**src/rtl/mf_trigger.sv**
```systemverilog
// Matched-filter threshold trigger: three-stage pipeline (|x|, compare/max, priority + FSM)
// with holdoff, held trigger index/peak and a saturating trigger counter.
module mf_trigger #(
  parameter int unsigned NBITS   = 18,
  parameter int unsigned NSAMPS  = 8,
  parameter int unsigned HOLDOFF = 16,
  parameter int unsigned CNTBITS = 16
) (
  input  logic                      aclk,
  input  logic                      aresetn,
  input  logic [NBITS*NSAMPS-1:0]   data_i,
  input  logic [NBITS-2:0]          thresh_i,
  input  logic                      enable_i,
  input  logic                      cnt_clr_i,
  output logic                      trig_o,
  output logic [2:0]                trig_idx_o,
  output logic [NBITS-2:0]          peak_o,
  output logic [CNTBITS-1:0]        trig_cnt_o,
  output logic                      armed_o
);

  localparam int unsigned MW = NBITS - 1;
  localparam int unsigned HW = 16;
  localparam logic [NBITS-1:0]   MOST_NEG  = {1'b1, {(NBITS-1){1'b0}}};
  localparam logic [MW-1:0]      MAG_MAX   = '1;
  localparam logic [HW-1:0]      HOLD_LOAD = HW'(HOLDOFF - 1);
  localparam logic [CNTBITS-1:0] CNT_MAX   = '1;

  typedef enum logic [1:0] {S_IDLE, S_ARMED, S_HOLD} state_t;

  logic [NBITS-1:0]   w_samp [NSAMPS];
  logic [MW-1:0]      w_mag  [NSAMPS];
  logic [MW-1:0]      r_mag  [NSAMPS];
  logic [MW-1:0]      r_thr;
  logic [NSAMPS-1:0]  w_flag;
  logic [MW-1:0]      w_max;
  logic [NSAMPS-1:0]  r_flag;
  logic [MW-1:0]      r_max;
  logic [2:0]         w_idx;
  logic               w_any;
  logic               w_fire;

  state_t             r_state;
  logic [HW-1:0]      r_hold;
  logic               r_trig;
  logic [2:0]         r_idx;
  logic [MW-1:0]      r_peak;
  logic [CNTBITS-1:0] r_cnt;
  logic               r_armed;

  // Saturating magnitude: the most negative code has no positive twin.
  always_comb begin
    for (int i = 0; i < NSAMPS; i++) begin
      w_samp[i] = data_i[NBITS*i +: NBITS];
      if (w_samp[i] == MOST_NEG)
        w_mag[i] = MAG_MAX;
      else if (w_samp[i][NBITS-1])
        w_mag[i] = MW'(~w_samp[i] + NBITS'(1));
      else
        w_mag[i] = MW'(w_samp[i]);
    end
  end

  always_comb begin
    w_flag = '0;
    w_max  = '0;
    for (int i = 0; i < NSAMPS; i++) begin
      w_flag[i] = r_mag[i] > r_thr;
      if (r_mag[i] > w_max) w_max = r_mag[i];
    end
  end

  // Lowest flagged index wins.
  always_comb begin
    w_idx = '0;
    for (int i = NSAMPS - 1; i >= 0; i--) begin
      if (r_flag[i]) w_idx = 3'(i);
    end
  end

  assign w_any  = |r_flag;
  assign w_fire = enable_i && (r_state == S_ARMED) && w_any;

  always_ff @(posedge aclk or negedge aresetn) begin
    if (!aresetn) begin
      for (int i = 0; i < NSAMPS; i++) r_mag[i] <= '0;
      r_thr  <= '0;
      r_flag <= '0;
      r_max  <= '0;
    end else begin
      for (int i = 0; i < NSAMPS; i++) r_mag[i] <= w_mag[i];
      r_thr  <= thresh_i;
      r_flag <= w_flag;
      r_max  <= w_max;
    end
  end

  // Trigger FSM; holdoff returns to ARMED on the edge the counter reaches zero.
  always_ff @(posedge aclk or negedge aresetn) begin
    if (!aresetn) begin
      r_state <= S_IDLE;
      r_hold  <= '0;
      r_trig  <= 1'b0;
      r_idx   <= '0;
      r_peak  <= '0;
      r_armed <= 1'b0;
    end else begin
      r_trig <= 1'b0;
      if (!enable_i) begin
        r_state <= S_IDLE;
        r_hold  <= '0;
        r_armed <= 1'b0;
      end else begin
        case (r_state)
          S_IDLE: begin
            r_state <= S_ARMED;
            r_armed <= 1'b1;
          end
          S_ARMED: begin
            if (w_any) begin
              r_state <= S_HOLD;
              r_armed <= 1'b0;
              r_trig  <= 1'b1;
              r_idx   <= w_idx;
              r_peak  <= r_max;
              r_hold  <= HOLD_LOAD;
            end
          end
          S_HOLD: begin
            if (r_hold <= HW'(1)) begin
              r_state <= S_ARMED;
              r_armed <= 1'b1;
              r_hold  <= '0;
            end else begin
              r_hold <= r_hold - HW'(1);
            end
          end
          default: begin
            r_state <= S_IDLE;
            r_armed <= 1'b0;
          end
        endcase
      end
    end
  end

  always_ff @(posedge aclk or negedge aresetn) begin
    if (!aresetn)
      r_cnt <= '0;
    else if (cnt_clr_i)
      r_cnt <= w_fire ? CNTBITS'(1) : '0;
    else if (w_fire && (r_cnt != CNT_MAX))
      r_cnt <= r_cnt + CNTBITS'(1);
  end

  assign trig_o     = r_trig;
  assign trig_idx_o = r_idx;
  assign peak_o     = r_peak;
  assign trig_cnt_o = r_cnt;
  assign armed_o    = r_armed;

endmodule

```
**config.mk**
```make
export PLATFORM = sky130hd
export DESIGN_NAME = mf_trigger
export DESIGN_NICKNAME = d
export VERILOG_FILES = /design/src/rtl/mf_trigger.sv
export SDC_FILE = /design/constraint.sdc
export NUM_CORES = 1
export LEC_CHECK = 0
export CAP_MARGIN = 30
export CORE_MARGIN = 3
export CORE_UTILIZATION = 55
export DETAILED_ROUTE_END_ITERATION = 10
export MAX_ROUTING_LAYER = met4
export PLACE_DENSITY = 0.75
export RECOVER_POWER = 25
export SYNTH_ARGS = -nofsm -noshare
export SYNTH_HDL_FRONTEND = slang
export SYNTH_SLANG_ARGS = --single-unit
```
**constraint.sdc**
```tcl
create_clock -name aclk -period 37.2 [get_ports aclk]
set_input_delay 3.72 -clock aclk [delete_from_list [all_inputs] [get_ports aclk]]
set_output_delay 3.72 -clock aclk [all_outputs]
set_load 0.01 [all_outputs]
```
==> results of run 1 <==
-- cell families after synthesis --
group           after synthesis  synth area share [%]
buf+inv                     146                  3.80
xor+xnor                    133                  6.61
mux                          29                  1.74
fa+ha+maj                   266                  18.9
flops                       234                  33.2
compound gates              444                  17.1
simple gates                678                  18.6
-- cells in the mapped netlist, types with 11 or more instances --
library cell / instances / area [µm²]
sky130_fd_sc_hd__o21a_1: 50 / 375
sky130_fd_sc_hd__o31ai_1: 20 / 150
sky130_fd_sc_hd__or3_1: 27 / 169
sky130_fd_sc_hd__nand2_1: 302 / 1130
sky130_fd_sc_hd__a22oi_1: 15 / 113
sky130_fd_sc_hd__dfrtp_1: 234 / 5860
sky130_fd_sc_hd__inv_1: 82 / 308
sky130_fd_sc_hd__o211ai_1: 25 / 188
sky130_fd_sc_hd__or4_1: 12 / 90.1
sky130_fd_sc_hd__xor2_1: 105 / 920
sky130_fd_sc_hd__a21oi_1: 70 / 350
sky130_fd_sc_hd__nor2b_1: 31 / 194
sky130_fd_sc_hd__nor3_1: 21 / 105
sky130_fd_sc_hd__a21o_1: 79 / 593
sky130_fd_sc_hd__a221oi_1: 15 / 131
sky130_fd_sc_hd__a211oi_1: 18 / 135
sky130_fd_sc_hd__mux2i_1: 18 / 180
sky130_fd_sc_hd__o21ai_0: 102 / 510
sky130_fd_sc_hd__nand3_1: 34 / 170
sky130_fd_sc_hd__clkbuf_1: 39 / 146
sky130_fd_sc_hd__buf_6: 11 / 124
sky130_fd_sc_hd__and4_1: 20 / 175
sky130_fd_sc_hd__nor4_1: 12 / 75.1
sky130_fd_sc_hd__nand4_1: 35 / 219
sky130_fd_sc_hd__nand2b_1: 16 / 100
sky130_fd_sc_hd__xnor2_1: 28 / 245
sky130_fd_sc_hd__ha_1: 266 / 3330
sky130_fd_sc_hd__nor2_1: 116 / 435
-- routing by layer --
| metal | share of wire, % | track usage (%) |
|---|---|---|
| met5 | 0 | - |
| met4 | 3.0 | 7.95 |
| met3 | 8.1 | 5.26 |
| met2 | 45 | 46.6 |
| met1 | 44 | 39.7 |
-- through the flow --
step	cell area (µm²)	std cells
6_report	20700	2519
2_1_floorplan	17600	1930
3_3_place_gp	19800	2470
5_1_grt	20700	2519
4_1_cts	20700	2517
3_5_place_dp	19800	2470
-- critical path: cells and delay by family, from the launching register on --
family | cells | cell delay (ps)
buffers and inverters | 5 | 1340
AND/OR/NAND/NOR | 11 | 3330
adder cells (fa/ha/maj) | 7 | 2290
multiplexers | 2 | 770
AO/OA/AOI/OAI | 34 | 7850
flip-flops | 1 | 370
-- where the power goes --
group / total [mW] / switching, mW / internal (mW)
Combinational: 0.822 / 0.481 / 0.340
Clock: 0.271 / 0.103 / 0.167
Sequential: 0.351 / 0.0445 / 0.306
Total: 1.44 / 0.629 / 0.814
-- registers in the layout, indices dropped and copies added (netlist names) --
register	count
r_state	2
r_flag	8
r_mag	136
r_hold	16
r_thr	17
trig_idx_o	3
trig_cnt_o	16
peak_o	17
armed_o	1
r_max	17
trig_o	1
-- how the worst max path moves through the flow --
stage / startpoint / to / slack [ps] / cells past startpoint
2_1_floorplan: r_mag[116] / r_max[13] / 23800 / 64
3_3_place_gp: r_mag[135] / r_max[7] / 21540 / 58
3_5_place_dp: r_mag[135] / r_max[9] / 21070 / 58
4_1_cts: r_mag[135] / r_max[9] / 21050 / 60
5_1_grt: r_mag[135] / r_max[14] / 19850 / 61
6_report: r_mag[135] / r_max[9] / 21070 / 59
-- layout make-up --
cell class                      count  area [µm²]
Inverter                           83         312
Antenna cell                        1        2.50
Multi-Input combinational cell   1550       11100
Timing Repair Buffer              208        2080
Sequential cell                   234        5860
Tap cell                          396         495
Clock buffer                       32         693
Clock inverter                     15         220
Fill cell                        2619       10300
-- cell usage in the layout (no fill, tap or decap), drive strengths merged, types with 19 or more instances in the layout --
master           n
nor3            21
or3             42
clkdlybuf4s50  184
nand3           34
dfrtp          234
clkbuf          33
a21o            79
nand4           35
and4            20
ha             266
nor2b           31
o21ai          106
nor2           116
o31ai           20
inv             82
o211ai          25
o21a            50
xnor2           28
mux2i           19
nand2          302
xor2           105
a21oi           70
==> qor.log, run 1 <==
INFO  sta            finalSetupViolations=0
INFO  clock_tree     clk_lat_worst_skew=550ps
INFO  detailed_routing post_route_antenna_net_violation_count=0
INFO  sta            worst_slew_pin_slew=5430ps
INFO  place          detailedPlace.worstSlack=21070ps
INFO  clock_tree     cts-buffers-inserted=26
INFO  min_path       worst_hold_end=peak_o[12]
INFO  setup_path     cpPeakStageDelay=660ps
INFO  synthesis      syn_avg_cell_area=9.13µm²
INFO  detailed_routing detail_route.first_pass.iterations=5
INFO  min_path       whs_path_depth=2
INFO  die            effective_utilization_at_floorplan=56.7%
INFO  final_layout   net_count_final=2534
INFO  global_route   grt_start_max_net_pins=107
INFO  die            floorplan.die.width=185µm
INFO  flow_run       maxCapViolCount=1
INFO  setup_path     worst_path_most_repeated_cell=sky130_fd_sc_hd__ha_1
INFO  sta            totalNegativeSetupSlack=0ps
INFO  clock_tree     numClockSinks=234
INFO  detailed_routing wire_per_inst=19.9µm
INFO  sta            final.hold.worst_slack=435ps
INFO  sta            max_clock_freq=62.0MHz
INFO  global_route   grt-ovfl-total=0
INFO  clock_tree     clk_pin_slew_worst_paths=60ps
INFO  sta            fin_worst_skew=17.9ps
INFO  setup_path     worst-r2r-setup-slack=21070ps
INFO  min_path       type_of_the_most_critical_hold_path=reg2reg
INFO  detailed_routing vias=15134
INFO  setup_path     setup.worst_path.class=reg2reg
INFO  final_layout   layout-drive-gt1-share=4.43%
INFO  place          place.port_buffers=202
INFO  setup_path     endpoint_kind=flip-flop
INFO  outcome        violations_in_the_final_reports=max-capacitance violations, max-slew violations
INFO  detailed_routing drt-vias-per-instance=6.01
INFO  synthesis      synth-warning-count=0
INFO  setup_path     crit_fanout=43
INFO  setup_path     crit_path_start_kind=flip-flop
INFO  final_layout   fin_util=66.8%
INFO  sta            report.final.slew_viol_count=107
INFO  sta            fin_crit=16130ps
INFO  clock_tree     tritoncts_clock_tree=done
INFO  setup_path     crit-reg2reg-capture=r_max[9]
INFO  power          p_leak=9.99nW
INFO  synthesis      syn_inst=1930
INFO  synthesis      synthFlopType=sky130_fd_sc_hd__dfrtp_1
INFO  global_route   global_route.usage.total=29.6%
INFO  power          peakVddDrop=0.0000695V
INFO  setup_path     worstPathRequired=37580ps
INFO  synthesis      ys_seq_area_share=33.2%
INFO  final_layout   flow.area_growth_from_synthesis=17.8%
INFO  die            die_area=34200µm²
INFO  setup_path     cpMaxStageDelayCell=sky130_fd_sc_hd__nand2_1
INFO  detailed_routing drt_iter0_drc=1010
INFO  sta            timing.final.crit_share=43.4%
INFO  clock_tree     cts_post_setup_buffers_inserted=0
INFO  sta            slew_headroom=-262%
INFO  detailed_routing detail_route.drc_violations=0
INFO  synthesis      distinct_cells_synth=64
INFO  global_route   vias_in_the_first_global_route=14557
INFO  die            die_outline_height=185µm
INFO  synthesis      synth_enable_flop_cells=0
INFO  min_path       hp-start=r_max[12]
INFO  die            placementRows=64
INFO  die            design.core.area=31100µm²
INFO  synthesis      synth_fp_nets=2361
INFO  sta            finalHoldViolations=0
INFO  detailed_routing routed_wirelength=50200µm
INFO  synthesis      async_reset_ff_share=100%
INFO  clock_tree     cts_h_tree_depth=1
INFO  outcome        run_status=complete, but fails checks
INFO  clock_tree     cts.root.buffer_cell=sky130_fd_sc_hd__clkbuf_16
INFO  power          post-layout-total-power=1.44mW
INFO  setup_path     worstReg2RegStart=r_mag[135]
INFO  setup_path     r2r_cells=59
INFO  synthesis      synthesis.area=17600µm²
INFO  global_route   initial_antenna_violation_count=2
INFO  synthesis      ys_seq_elements=234
INFO  clock_tree     cts.repair.resized=0
INFO  clock_tree     cts_hold_buffers=0
INFO  power          power_density=69.5nW/µm²
INFO  place          hpwl=39200µm
INFO  global_route   wire_length_of_the_first_global_routing_pass=77200µm
INFO  clock_tree     clk_path_buf_depth=3
INFO  setup_path     timing.critical_path.arrival=16510ps
INFO  sta            finalWorstSetupSlack=21070ps
INFO  sta            grt_setup_unrepaired=false
INFO  die            num_io_pins=203
INFO  place          place.gp.congestion=1.00
Note: power is estimated with default switching activity, not from simulation.
==> run 2, diff against run 1 <==
==> constraint.sdc (replaced) <==
create_clock -name aclk -period 15.95 [get_ports aclk]
set_input_delay 1.595 -clock aclk [delete_from_list [all_inputs] [get_ports aclk]]
set_output_delay 1.595 -clock aclk [all_outputs]
set_load 0.01 [all_outputs]
==> qor.log, run 2 (same netlist as run 1, synthesis figures left out) <==
INFO  setup_path     crit_fanout=43 [unchanged]
INFO  global_route   vias_in_the_first_global_route=14739 [+1.3%]
INFO  final_layout   net_count_final=2546 [+0.47%]
INFO  sta            max_clock_freq=67.2MHz [+8.4%]
INFO  min_path       worst_hold_end=peak_o[0]
INFO  final_layout   filler_cells=2496 [-4.7%]
INFO  clock_tree     cts-buffers-inserted=25 [-3.8%]
INFO  place          place.port_buffers=202 [unchanged]
INFO  detailed_routing drt-vias-per-instance=6.06 [+0.91%]
INFO  global_route   global_route.usage.total=30.5% [+0.89 points]
INFO  clock_tree     cts.root.buffer_cell=sky130_fd_sc_hd__clkbuf_16
INFO  setup_path     timing.critical_path.arrival=15290ps [-1220 ps]
INFO  clock_tree     cts_hold_buffers=0 [unchanged]
INFO  global_route   initial_antenna_violation_count=0 [-2]
INFO  sta            finalHoldViolations=0 [unchanged]
INFO  setup_path     endpoint_kind=flip-flop
INFO  power          peakVddDrop=0.000157V [+130%]
INFO  detailed_routing vias=15314 [+1.2%]
INFO  min_path       whs_path_depth=2 [unchanged]
INFO  sta            finalSetupViolations=0 [unchanged]
INFO  die            effective_utilization_at_floorplan=56.7% [unchanged]
INFO  power          p_leak=10.0nW [+0.25%]
INFO  min_path       type_of_the_most_critical_hold_path=reg2reg
INFO  detailed_routing detail_route.drc_violations=0 [unchanged]
INFO  sta            slew_headroom=-163% [+100 points]
INFO  clock_tree     cts_h_tree_depth=1 [unchanged]
INFO  die            floorplan.die.width=185µm [unchanged]
INFO  detailed_routing routed_wirelength=51500µm [+2.6%]
INFO  final_layout   regArea=5860µm² [unchanged]
INFO  sta            totalNegativeSetupSlack=0ps [unchanged]
INFO  final_layout   layout.cells.most_common=sky130_fd_sc_hd__nand2_1
INFO  sta            finalWorstSetupSlack=1070ps [-20000 ps]
INFO  clock_tree     clk_path_buf_depth=3 [unchanged]
INFO  final_layout   largest_reg_flops=136 [unchanged]
INFO  final_layout   layout-drive-gt1-share=5.07% [+0.64 points]
INFO  sta            worst_slew_pin_slew=3940ps [-1490 ps]
INFO  setup_path     timing.critical_path.buf_inv=7 [+2]
INFO  detailed_routing detail_route.first_pass.iterations=5 [unchanged]
INFO  setup_path     r2r_cells=62 [+5.1%]
INFO  detailed_routing wire_per_inst=20.4µm [+2.3%]
INFO  final_layout   final_cell_mix=301 x sky130_fd_sc_hd__nand2_1, 266 x sky130_fd_sc_hd__ha_1, 234 x sky130_fd_sc_hd__dfrtp_1
INFO  final_layout   area_used_by_multi_input_combinational_logic=11100µm² [+0.34%]
INFO  final_layout   fin_util=67.0% [+0.17 points]
INFO  clock_tree     clk_lat_worst_skew=530ps [-20 ps]
INFO  detailed_routing post_route_antenna_net_violation_count=0 [unchanged]
INFO  die            design.core.area=31100µm² [unchanged]
INFO  outcome        violations_in_the_final_reports=max-capacitance violations, max-slew violations
INFO  final_layout   flow.area_growth_from_synthesis=18.1%
INFO  global_route   grt_start_max_net_pins=82 [-23%]
INFO  outcome        run_status=complete, but fails checks
INFO  global_route   grt-ovfl-total=0 [unchanged]
INFO  final_layout   max_flop_register=r_mag
INFO  setup_path     critical_path.top_delay_family=compound AO/OA/AOI/OAI gates
INFO  setup_path     worstReg2RegStart=r_mag[135]
INFO  clock_tree     tritoncts_clock_tree=done
INFO  die            placementRows=64 [unchanged]
INFO  place          dpl_cell_area=19900µm² [+0.43%]
INFO  setup_path     crit-reg2reg-capture=r_max[15]
INFO  clock_tree     clk_pin_slew_worst_paths=60ps [about the same]
INFO  global_route   wire_length_of_the_first_global_routing_pass=79800µm [+3.4%]
INFO  sta            report.final.slew_viol_count=153 [+43%]
INFO  sta            fin_worst_skew=15.3ps [-2.63 ps]
INFO  place          hpwl=40400µm [+3.1%]
INFO  setup_path     crit_path_start_kind=flip-flop
INFO  flow_run       maxCapViolCount=2 [+1]
INFO  die            die_outline_height=185µm [unchanged]
INFO  setup_path     worst-r2r-setup-slack=1070ps [-20000 ps]
INFO  place          place.gp.congestion=1.00 [-0.12%]
INFO  setup_path     cpMaxStageDelayCell=sky130_fd_sc_hd__a22oi_2
INFO  die            die_area=34200µm² [unchanged]
INFO  setup_path     worstPathRequired=16360ps [-21220 ps]
INFO  min_path       hp-start=r_max[0]
INFO  setup_path     setup.worst_path.class=reg2reg
INFO  sta            fin_crit=14880ps [-1250 ps]
INFO  final_layout   final_cell_area=20800µm² [+0.25%]
INFO  power          power_density=165nW/µm² [+140%]
INFO  setup_path     cpPeakStageDelay=440ps [-220 ps]
INFO  die            num_io_pins=203 [unchanged]
INFO  sta            timing.final.crit_share=93.3% [+50 points]
INFO  place          detailedPlace.worstSlack=686ps [-20390 ps]
INFO  final_layout   insertedDiodeCount=0 [-1]
INFO  clock_tree     numClockSinks=234 [unchanged]
INFO  detailed_routing drt_iter0_drc=1197 [+19%]
INFO  sta            grt_setup_unrepaired=false
==> run 2: cell count changes in the layout (fill, tap and decap cells not counted), sizes merged <==
cell      previous run  this run
clkinvlp             2         1
clkinv               9         7
clkbuf              33        35
buf                  6        16
inv                 82        84
bufinv               5         2
diode                1         0
==> run 2: layout make-up <==
cell class                 instances  share of cell area (%)
multi-input combinational       1550                    53.5
sequential                       234                    28.1
timing repair buffer             221                    10.6
clock buffer                      31                    3.31
tap                              396                    2.38
inverter                          83                    1.50
clock inverter                    11                   0.571
==> run 2: how the worst max path moves through the flow <==
stage               start         to  cells after the start
3_3_place_gp   r_mag[135]   r_max[7]                     59
4_1_cts        r_mag[135]  r_max[11]                     62
3_5_place_dp   r_mag[135]  r_max[11]                     62
6_report       r_mag[135]  r_max[15]                     62
5_1_grt        r_mag[135]   r_max[7]                     60
2_1_floorplan  r_mag[116]  r_max[13]                     64
==> run 2: report_power, final <==
group | internal [mW] | switching (mW)
Combinational | 0.862 | 1.17
Sequential | 0.714 | 0.106
Clock | 0.337 | 0.238
Total | 1.91 | 1.51
==> run 2: worst reg2reg max path, delay by kind of cell (launching register included) <==
kind	cells	cell delay, ps
and+or+nand+nor	12	2510
AOI/OAI and AO/OA	34	7450
buffers and inverters	7	1630
adders and majority gates	7	2100
muxes	2	700
DFF	1	390
==> run 2: metrics by stage <==
step / power [mW] / hold slack, ps / instances
after detailed placement: 2.78 / 427 / 2478
after floorplan: 2.14 / 414 / 1930
after CTS: 3.37 / 445 / 2520
after global placement: 2.74 / 421 / 2478
after global routing: 3.68 / 478 / 2526
final: 3.42 / 439 / 2526
==> run 2: layer usage <==
| metal | routed length (µm) | vias to the layer above | global-route usage (%) | part of all wire [%] |
|---|---|---|---|---|
| li1 | - | 7307 | - | - |
| met4 | 1600 | 0 | 7.65 | 3.1 |
| met5 | 0 | - | - | 0 |
| met2 | 23300 | 506 | 48.1 | 45 |
| met1 | 23300 | 7406 | 41.8 | 45 |
| met3 | 3250 | 95 | 4.18 | 6.3 |
==> run 2: timing repair <==
action,CTS,global route
setup buffers,0,4
resized for setup,0,8
endpoints found under the setup margin,0,17
